### config.mk
export PLATFORM = sky130hd
export DESIGN_NAME = seg7_scan_ctrl
export DESIGN_NICKNAME = d
export VERILOG_FILES = /design/src/rtl/seg7_scan_ctrl.sv
export SDC_FILE = /design/constraint.sdc
export NUM_CORES = 1
export LEC_CHECK = 0
export ABC_AREA = 1
export BUFFER_PORTS_ARGS = -buffer_cell sky130_fd_sc_hd__buf_2
export CAP_MARGIN = 0
export CORE_MARGIN = 10
export CORE_UTILIZATION = 55
export CTS_BUF_LIST = sky130_fd_sc_hd__clkbuf_4
export DETAILED_ROUTE_END_ITERATION = 7
export GPL_TIMING_DRIVEN = 0
export HOLD_SLACK_MARGIN = 0.08
export PLACE_DENSITY = 0.78
export SLEW_MARGIN = 0
export SYNTH_ARGS = -nofsm -noshare
export SYNTH_HDL_FRONTEND = slang
export SYNTH_SLANG_ARGS = --single-unit
### constraint.sdc
create_clock -name clk -period 1.7 [get_ports clk]
set_input_delay 0.085 -clock clk [delete_from_list [all_inputs] [get_ports clk]]
set_output_delay 0.085 -clock clk [all_outputs]
set_load 0.02 [all_outputs]
### src/rtl/seg7_scan_ctrl.sv
// rtl/seg7_scan_ctrl.sv - four-digit multiplexed 7-segment scan controller
// Frame-synchronous display update, per-slot ghosting gap, optional leading-zero blanking.
module seg7_scan_ctrl #(
    parameter int CLK_DIV   = 50000,
    parameter int BLANK_GAP = 1
) (
    input  logic        clk,
    input  logic        rst,
    input  logic        en,
    input  logic        load,
    input  logic [15:0] value,
    input  logic        blank_lz,
    output logic [6:0]  seg,
    output logic [3:0]  an,
    output logic        frame_done
);

    localparam int DW = (CLK_DIV > 1) ? $clog2(CLK_DIV) : 1;
    localparam logic [DW-1:0] DIV_MAX = DW'(CLK_DIV - 1);
    localparam logic [DW-1:0] GAP     = DW'(BLANK_GAP);

    typedef enum logic [0:0] {
        ST_OFF  = 1'b0,
        ST_SCAN = 1'b1
    } state_e;

    state_e        state_q, state_d;
    logic [DW-1:0] div_q, div_d;
    logic [1:0]    idx_q, idx_d;
    logic [15:0]   pending_q, pending_d;
    logic          pend_q, pend_d;
    logic [15:0]   display_q, display_d;
    logic [6:0]    seg_q, seg_d;
    logic [3:0]    an_q, an_d;
    logic          frame_done_q, frame_done_d;

    logic          scanning;
    logic          slot_end;
    logic          frame_end;
    logic          xfer;
    logic [3:0]    nibble;
    logic          lz_blank;

    function automatic logic [6:0] hex_to_seg(input logic [3:0] n);
        case (n)
            4'h0:    hex_to_seg = 7'b1000000;
            4'h1:    hex_to_seg = 7'b1111001;
            4'h2:    hex_to_seg = 7'b0100100;
            4'h3:    hex_to_seg = 7'b0110000;
            4'h4:    hex_to_seg = 7'b0011001;
            4'h5:    hex_to_seg = 7'b0010010;
            4'h6:    hex_to_seg = 7'b0000010;
            4'h7:    hex_to_seg = 7'b1111000;
            4'h8:    hex_to_seg = 7'b0000000;
            4'h9:    hex_to_seg = 7'b0010000;
            4'hA:    hex_to_seg = 7'b0001000;
            4'hB:    hex_to_seg = 7'b0000011;
            4'hC:    hex_to_seg = 7'b1000110;
            4'hD:    hex_to_seg = 7'b0100001;
            4'hE:    hex_to_seg = 7'b0000110;
            default: hex_to_seg = 7'b0001110;
        endcase
    endfunction

    always_comb begin
        state_d      = state_q;
        div_d        = div_q;
        idx_d        = idx_q;
        pending_d    = pending_q;
        pend_d       = pend_q;
        display_d    = display_q;
        seg_d        = 7'b1111111;
        an_d         = 4'b1111;
        frame_done_d = 1'b0;
        xfer         = 1'b0;

        // en is gated in here so dropping it blanks the very next output cycle
        scanning  = (state_q == ST_SCAN) && en;
        slot_end  = (div_q == DIV_MAX);
        frame_end = scanning && slot_end && (idx_q == 2'd3);
        nibble    = display_q[{idx_q, 2'b00} +: 4];
        lz_blank  = blank_lz && (idx_q != 2'd0) && ((display_q >> {idx_q, 2'b00}) == 16'h0000);

        case (state_q)
            ST_OFF: begin
                if (en) begin
                    state_d = ST_SCAN;
                    div_d   = '0;
                    idx_d   = 2'd0;
                    xfer    = pend_q;
                end
            end
            default: begin
                if (!en) begin
                    state_d = ST_OFF;
                    div_d   = '0;
                    idx_d   = 2'd0;
                end else if (slot_end) begin
                    div_d = '0;
                    idx_d = idx_q + 2'd1;
                    xfer  = frame_end && pend_q;
                end else begin
                    div_d = div_q + DW'(1);
                end
            end
        endcase

        if (xfer) begin
            display_d = pending_q;
            pend_d    = 1'b0;
        end
        // A coincident load wins the pending slot after the old value has moved on
        if (load) begin
            pending_d = value;
            pend_d    = 1'b1;
        end

        frame_done_d = frame_end;

        if (scanning && (div_q >= GAP)) begin
            an_d  = ~(4'b0001 << idx_q);
            seg_d = lz_blank ? 7'b1111111 : hex_to_seg(nibble);
        end
    end

    always_ff @(posedge clk or posedge rst) begin
        if (rst) begin
            state_q      <= ST_OFF;
            div_q        <= '0;
            idx_q        <= 2'd0;
            pending_q    <= 16'h0000;
            pend_q       <= 1'b0;
            display_q    <= 16'h0000;
            seg_q        <= 7'b1111111;
            an_q         <= 4'b1111;
            frame_done_q <= 1'b0;
        end else begin
            state_q      <= state_d;
            div_q        <= div_d;
            idx_q        <= idx_d;
            pending_q    <= pending_d;
            pend_q       <= pend_d;
            display_q    <= display_d;
            seg_q        <= seg_d;
            an_q         <= an_d;
            frame_done_q <= frame_done_d;
        end
    end

    assign seg        = seg_q;
    assign an         = an_q;
    assign frame_done = frame_done_q;

endmodule

==> results of run 1 <==
[where the power goes]
group          total [W]  switching, W  internal (W)
Sequential       0.00174     0.0000867       0.00165
Clock            0.00112      0.000524      0.000594
Combinational   0.000716      0.000429      0.000287
[metrics by stage]
stage / utilization, % / worst slack, ns / setup TNS [ns] / instances / power, W
CTS: 70.1 / 0.000320 / 0 / 584 / 0.00351
global route: 73.6 / -0.183 / -0.986 / 596 / 0.00377
global placement: 61.2 / -0.640 / -36.17 / 535 / 0.00229
floorplan: - / 0.0104 / 0 / 429 / 0.00216
detailed placement: 61.5 / -0.234 / -1.73 / 536 / 0.00232
finish: 73.6 / -0.0643 / -0.294 / 596 / 0.00358
[cells in the mapped netlist]
cell type,n
o21ai_1,1
nor3_1,4
o21ai_2,1
buf_2,4
nand2_2,2
buf_4,3
nand4_4,1
clkinv_1,2
o21ai_0,15
nand3_4,1
ha_1,13
inv_1,35
buf_6,1
o21bai_1,1
nor2_4,2
nand3b_1,1
nand2_1,175
nand3_1,23
dfstp_2,11
nand2_4,1
o22ai_1,6
nor2_1,28
a21oi_1,10
inv_2,2
a22oi_1,1
a2bb2oi_1,1
xor2_1,3
a31oi_1,2
dfrtp_1,53
xnor2_1,1
nand3_2,1
clkbuf_1,5
nand4_1,19
[per-layer routing]
layer  share of wire [%]  GRT usage, %
met5                   0             0
met4                 2.1          7.61
met3                 5.4          3.88
met2                  51          29.0
met1                  41          18.2
[timing repair]
item,CTS,global route
endpoints found under the hold margin,31,0
pin swaps,8,14
setup endpoints to repair,24,30
resized for setup,19,34
buffers inserted,8,11
hold buffers,24,0
cloned,1,1
[layout make-up]
type                       instances  area, um2  share of cell area [%]
multi-input combinational        314       1680                    38.6
sequential                        64       1630                    37.3
timing repair buffer              76        563                    12.9
inverter                          39        155                    3.56
tap                               75       93.8                    2.15
buffer                            13       87.6                    2.01
clock buffer                      10       75.1                    1.72
clock inverter                     5       72.6                    1.67
[worst min path at each step]
stage | end | slack, ns | cells past startpoint
3_5_place_dp | div_q[11] | 0.16 | 2
4_1_cts | seg[5] | 0.10 | 5
6_report | seg[5] | 0.09 | 5
5_1_grt | seg[5] | 0.09 | 5
2_1_floorplan | state_q | 0.12 | 0
3_3_place_gp | state_q | 0.24 | 1
[tightest hold or removal path, cell delays in order]
cell and delay [ns]:
buf_2 0.11, nand3_2 0.08, nor2_4 0.06, nand2_2 0.07, nand3_1 0.07
[flip-flops by register name, indices dropped and copies added, names as in the netlist]
register	count
frame_done	1
div_q	16
display_q	16
pending_q	16
pend_q	1
state_q	1
an	4
seg	7
idx_q	2
[cells by family after synthesis]
family / share of synthesized area, %
adders and majority gates: 4.84
and+or+nand+nor: 33.3
xor gates and xnor gates: 1.04
buffers and inverters: 6.51
DFF: 48.0
AOI/OAI and AO/OA: 6.32
==> results.md, run 1 <==
- Ports: 33
- Crit path DAT: 2.09 ns
- CTS tree: yes
- Number of global-route vias before repair: 3,101
- Synth area leader: dfrtp_1
- WP data required: 2.03 ns
- CTS buffer count: 9
- ANT cells: 0
- Sequential cell area fraction in the yosys report: 48.0%
- Fill cells: 442
- Port bufs: 31
- Final Slew Violations: 0
- Crit path capture type: flop
- CORE AREA: 5920 um2
- Residual DRC count: 0
- Worst-margin pin slew: 0.620 ns
- Kind of critical path: reg -> reg
- Reg-to-reg startpoint: idx_q[0]
- Critical Path Sink: seg[2]
- Fin. Hold Viols: 0
- FF-to-FF setup slack: -0.06 ns
- Commonest non-fill, non-tap cell in the layout: nand2_1
- Hold wc startpoint: blank_lz
- Hold WS: 0.0917 ns
- First-pass GRT wire length: 13,500 um
- Syn Area/Cell: 7.84 um2
- Sequence of cells on the critical path: buf_6 -> o21ai_0 -> o21ai_2 -> inv_1 -> nor2_1 -> a21oi_1 -> nand2_1
- CP startpoint kind: flop
- Initial antenna violation count: 0
- Slowest cell on the critical path: dfrtp_2
- Average routed wire per standard cell: 13.8 um
- Final wirelength: 8210 um
- Final setup fails: 7
- Die Y: 98.2 um
- Top fanout value on the critical path: 10
- Stages on worst setup path: 7
- Hold Crit Class: in -> reg
- Max-cap violations: 0
- Slowest Stage Delay on Critical Path: 0.46 ns
- Clock latency at the later pin of the worst-skew pair: 0.41 ns
- Htree depth: 3
- Post-synth cell types: 33
- Vias per cell: 5.24
- Clock Skews: 0.0184 ns
- Die area: 9640 um2
- Crit path time final: 1.76 ns
- Most frequent cells in the layout: nand2_1, dfrtp_1, buf_2, inv_1, dlygate4sd3_1
- Leak: 2.11 nW
- Row count: 28
- VDD IR-drop max: 0.609 mV
- Fraction of layout cells with a size suffix above 1: 25.5%
- Worst R2R Path Depth: 7
- NumNets Final: 551
- Fmax: 567 MHz
- Starting Density: 56.8%
- Largest cells by area after synthesis: dfrtp_1, nand2_1, dfstp_2, ha_1, inv_1
- Worst setup margin: -0.0643 ns
- GRT Util Overall: 16.4%
- Warnings from Yosys: 0
- Largest net degree at the start of global routing: 40
- Starting DRT DRC Count: 159
- Period Utilization, post-route: 104%
- Pre-antenna DRT Iters: 7
- Crit path from: idx_q[0]
- Max_slew headroom: 58.2%
- Status: finished, violations left
- Cells after Synth: 429
- CTS Root Cell: clkbuf_4
- DPL Wire Length: 5160 um
- Reg clk slew, reported paths: 0.11 ns
- Synthesis-to-finish area growth: 29.5%
- Final GP Congestion: 0.847
- Register bit total from synthesis: 64
- Syn Std Cell Area: 3360 um2
- Post-Place Cell Area: 3640 um2
- RSZ-0062 raised after global routing: true
- Total number of vias: 3,124
- Share of the synthesized area in the top cell type: 39.4%
- Pwr Density: 821 nW/um2
- Critical R2R Capture: seg[2]
- Die X: 98.2 um
- Synthesized Nets: 463
- Finished Cell Area: 4360 um2
- Routed Antenna Nets: 0
- Worst-case clock buffer depth: 2
- Delay-heaviest family, CP: compound AO/OA/AOI/OAI gates
- Failing checks: negative setup slack
- Grt ovf: 0
- CTS sink count: 64
- WP buf/inv: 2
Note: power is estimated with default switching activity, not from simulation.
==> inputs of run 2 (changes only) <==
BUFFER_PORTS_ARGS = default   (was -buffer_cell sky130_fd_sc_hd__buf_2)
DONT_BUFFER_PORTS = 1   (was default)
PLACE_DENSITY = 0.73   (was 0.78)
==> run 2 against run 1 <==
The run now ends clean. Core utilization decreased by 3.7 points. Sequential share of layout area increased by 1.9 points. Maximum frequency increased by 4.0%. Clock skew decreased by 0.0037 ns. Count of clock-buffer cells in the layout unchanged. Final cell count decreased by 5.7%. Sequential cell count unchanged. Setup slack improved by 0.068 ns. Design area decreased by 5.1%. Clock power decreased by 21%.
==> results.md, run 2 (synthesized netlist as in run 1, its figures left out) <==
- Kind of critical path: reg -> reg
- Hold Crit Class: in -> async
- Crit path from: idx_q[0]
- Reg area: 1620 um2
- Fill cells: 465
- Critical R2R Capture: seg[4]
- Internal: 0.00224 W
- Synthesis-to-finish area growth: 22.9%
- Initial antenna violation count: 0
- Finished Cell Area: 4130 um2
- Multi-input logic area: 1680 um2
- P_sw: 0.00109 W
- Final wirelength: 7770 um
- Top fanout value on the critical path: 5
- Leak: 1.98 nW
- Htree depth: 3
- First-pass GRT wire length: 13,000 um
- Clock latency at the later pin of the worst-skew pair: 0.42 ns
- WP data required: 2.06 ns
- Crit path capture type: flop
- DPL Wire Length: 5100 um
- Number of global-route vias before repair: 2,901
- Die area: 9640 um2
- Die X: 98.2 um
- CP startpoint kind: flop
- Max_slew headroom: 57.8%
- Fraction of layout cells with a size suffix above 1: 20.9%
- Clock Skews: 0.0147 ns
- Average routed wire per standard cell: 13.8 um
- Routed Antenna Nets: 0
- Status: completed
- Ports: 33
- Hold WS: 0.125 ns
- Worst setup margin: 0.00402 ns
- Power share of the clock group: 26.7%
- Port bufs: 0
- Row count: 28
- Largest net degree at the start of global routing: 43
- Sequential power share: 53.1%
- Starting Density: 56.8%
- CTS tree: yes
- CORE AREA: 5920 um2
- Post-Place Cell Area: 3490 um2
- Reg-to-reg startpoint: idx_q[0]
- FF-to-FF setup slack: 0.004 ns
- GRT Util Overall: 15.8%
- Final setup fails: 0
- Crit path time final: 1.70 ns
- Residual DRC count: 0
- Max-cap violations: 0
- Slowest Stage Delay on Critical Path: 0.47 ns
- Most frequent cells in the layout: nand2_1, dfrtp_1, inv_1, dlygate4sd3_1, nor2_1
- Final setup TNS: 0 ns
- RSZ-0062 raised after global routing: true
- CTS Root Cell: clkbuf_4
- Total power: 0.00333 W
- CTS sink count: 64
- Top flop regs: display_q x16, div_q x16, pending_q x16
- Logic pwr share: 20.3%
- Worst R2R Path Depth: 11
- Total number of vias: 2,972
- Fin. Hold Viols: 0
- Worst-margin pin slew: 0.627 ns
- NumNets Final: 516
- VDD IR-drop max: 0.640 mV
- Period Utilization, post-route: 99.8%
- Grt ovf: 0
- Commonest non-fill, non-tap cell in the layout: nand2_1
- Pre-antenna DRT Iters: 4
- CTS buffer count: 9
- Pwr Density: 806 nW/um2
- Delay-heaviest family, CP: simple AND/OR/NAND/NOR gates
- Worst-case clock buffer depth: 2
- Slowest cell on the critical path: dfrtp_2
- Stages on worst setup path: 11
- Critical Path Sink: seg[4]
- Pre-CTS setup slack: -0.251 ns
- Final Slew Violations: 0
- ANT cells: 0
- Starting DRT DRC Count: 125
- Switching part of the total: 32.7%
- Die Y: 98.2 um
- Fmax: 590 MHz
- WP buf/inv: 2
- Reg clk slew, reported paths: 0.12 ns
- Sequence of cells on the critical path: buf_6 -> nand2_2 -> nand3_2 -> nand2_4 -> ha_4 -> inv_4 -> nor2_4 -> nand3_2 -> nor2_4 -> nand2_2 -> nand4_1
- Vias per cell: 5.29
- Crit path DAT: 2.06 ns
- Final GP Congestion: 0.868
==> run 2: metal layers <==
layer  global-route usage [%]  vias up  wire [um]
met5                        0        -          0
met4                     7.94        0        172
met3                     3.81       17        337
met2                     25.5       77       3720
met1                     19.2     1395       3540
li1                         -     1483          -
==> run 2: final cells by class <==
class | count | share of cell area (%)
tap | 75 | 2.27
timing repair buffer | 43 | 9.56
multi-input combinational | 313 | 40.6
clock inverter | 6 | 0.878
clock buffer | 10 | 1.82
buffer | 12 | 1.85
sequential | 64 | 39.3
inverter | 39 | 3.78
==> run 2: power by group through the flow <==
stage / sequential, W / combinational [W] / clock [W]
final: 0.00177 / 0.000675 / 0.000889
after floorplan: 0.00176 / 0.000398 / 0
after detailed placement: 0.00179 / 0.000498 / 0
after global placement: 0.00179 / 0.000475 / 0
after CTS: 0.00176 / 0.000582 / 0.000892
after global routing: 0.00178 / 0.000767 / 0.000980
==> run 2: how the worst min path moves through the flow <==
stage | end | slack (ns)
after CTS | pending_q[12] | 0.13
final | div_q[10] | 0.13
after floorplan | state_q | 0.12
after global routing | pending_q[5] | 0.16
after detailed placement | div_q[11] | 0.02
after global placement | state_q | 0.12
==> run 2: through the flow <==
step	cells	utilization, %
finish	562	69.8
global route	562	69.8
CTS	553	66.4
detailed placement	505	58.9
global placement	504	58.5
floorplan	429	-
==> run 2: what timing repair did <==
action,in CTS,in global routing
gates cloned,0,1
hold buffers,25,0
endpoints found under the setup margin,29,30
gates resized for setup,12,43
pin swaps,5,14
buffers inserted,7,9
endpoints found under the hold margin,91,0
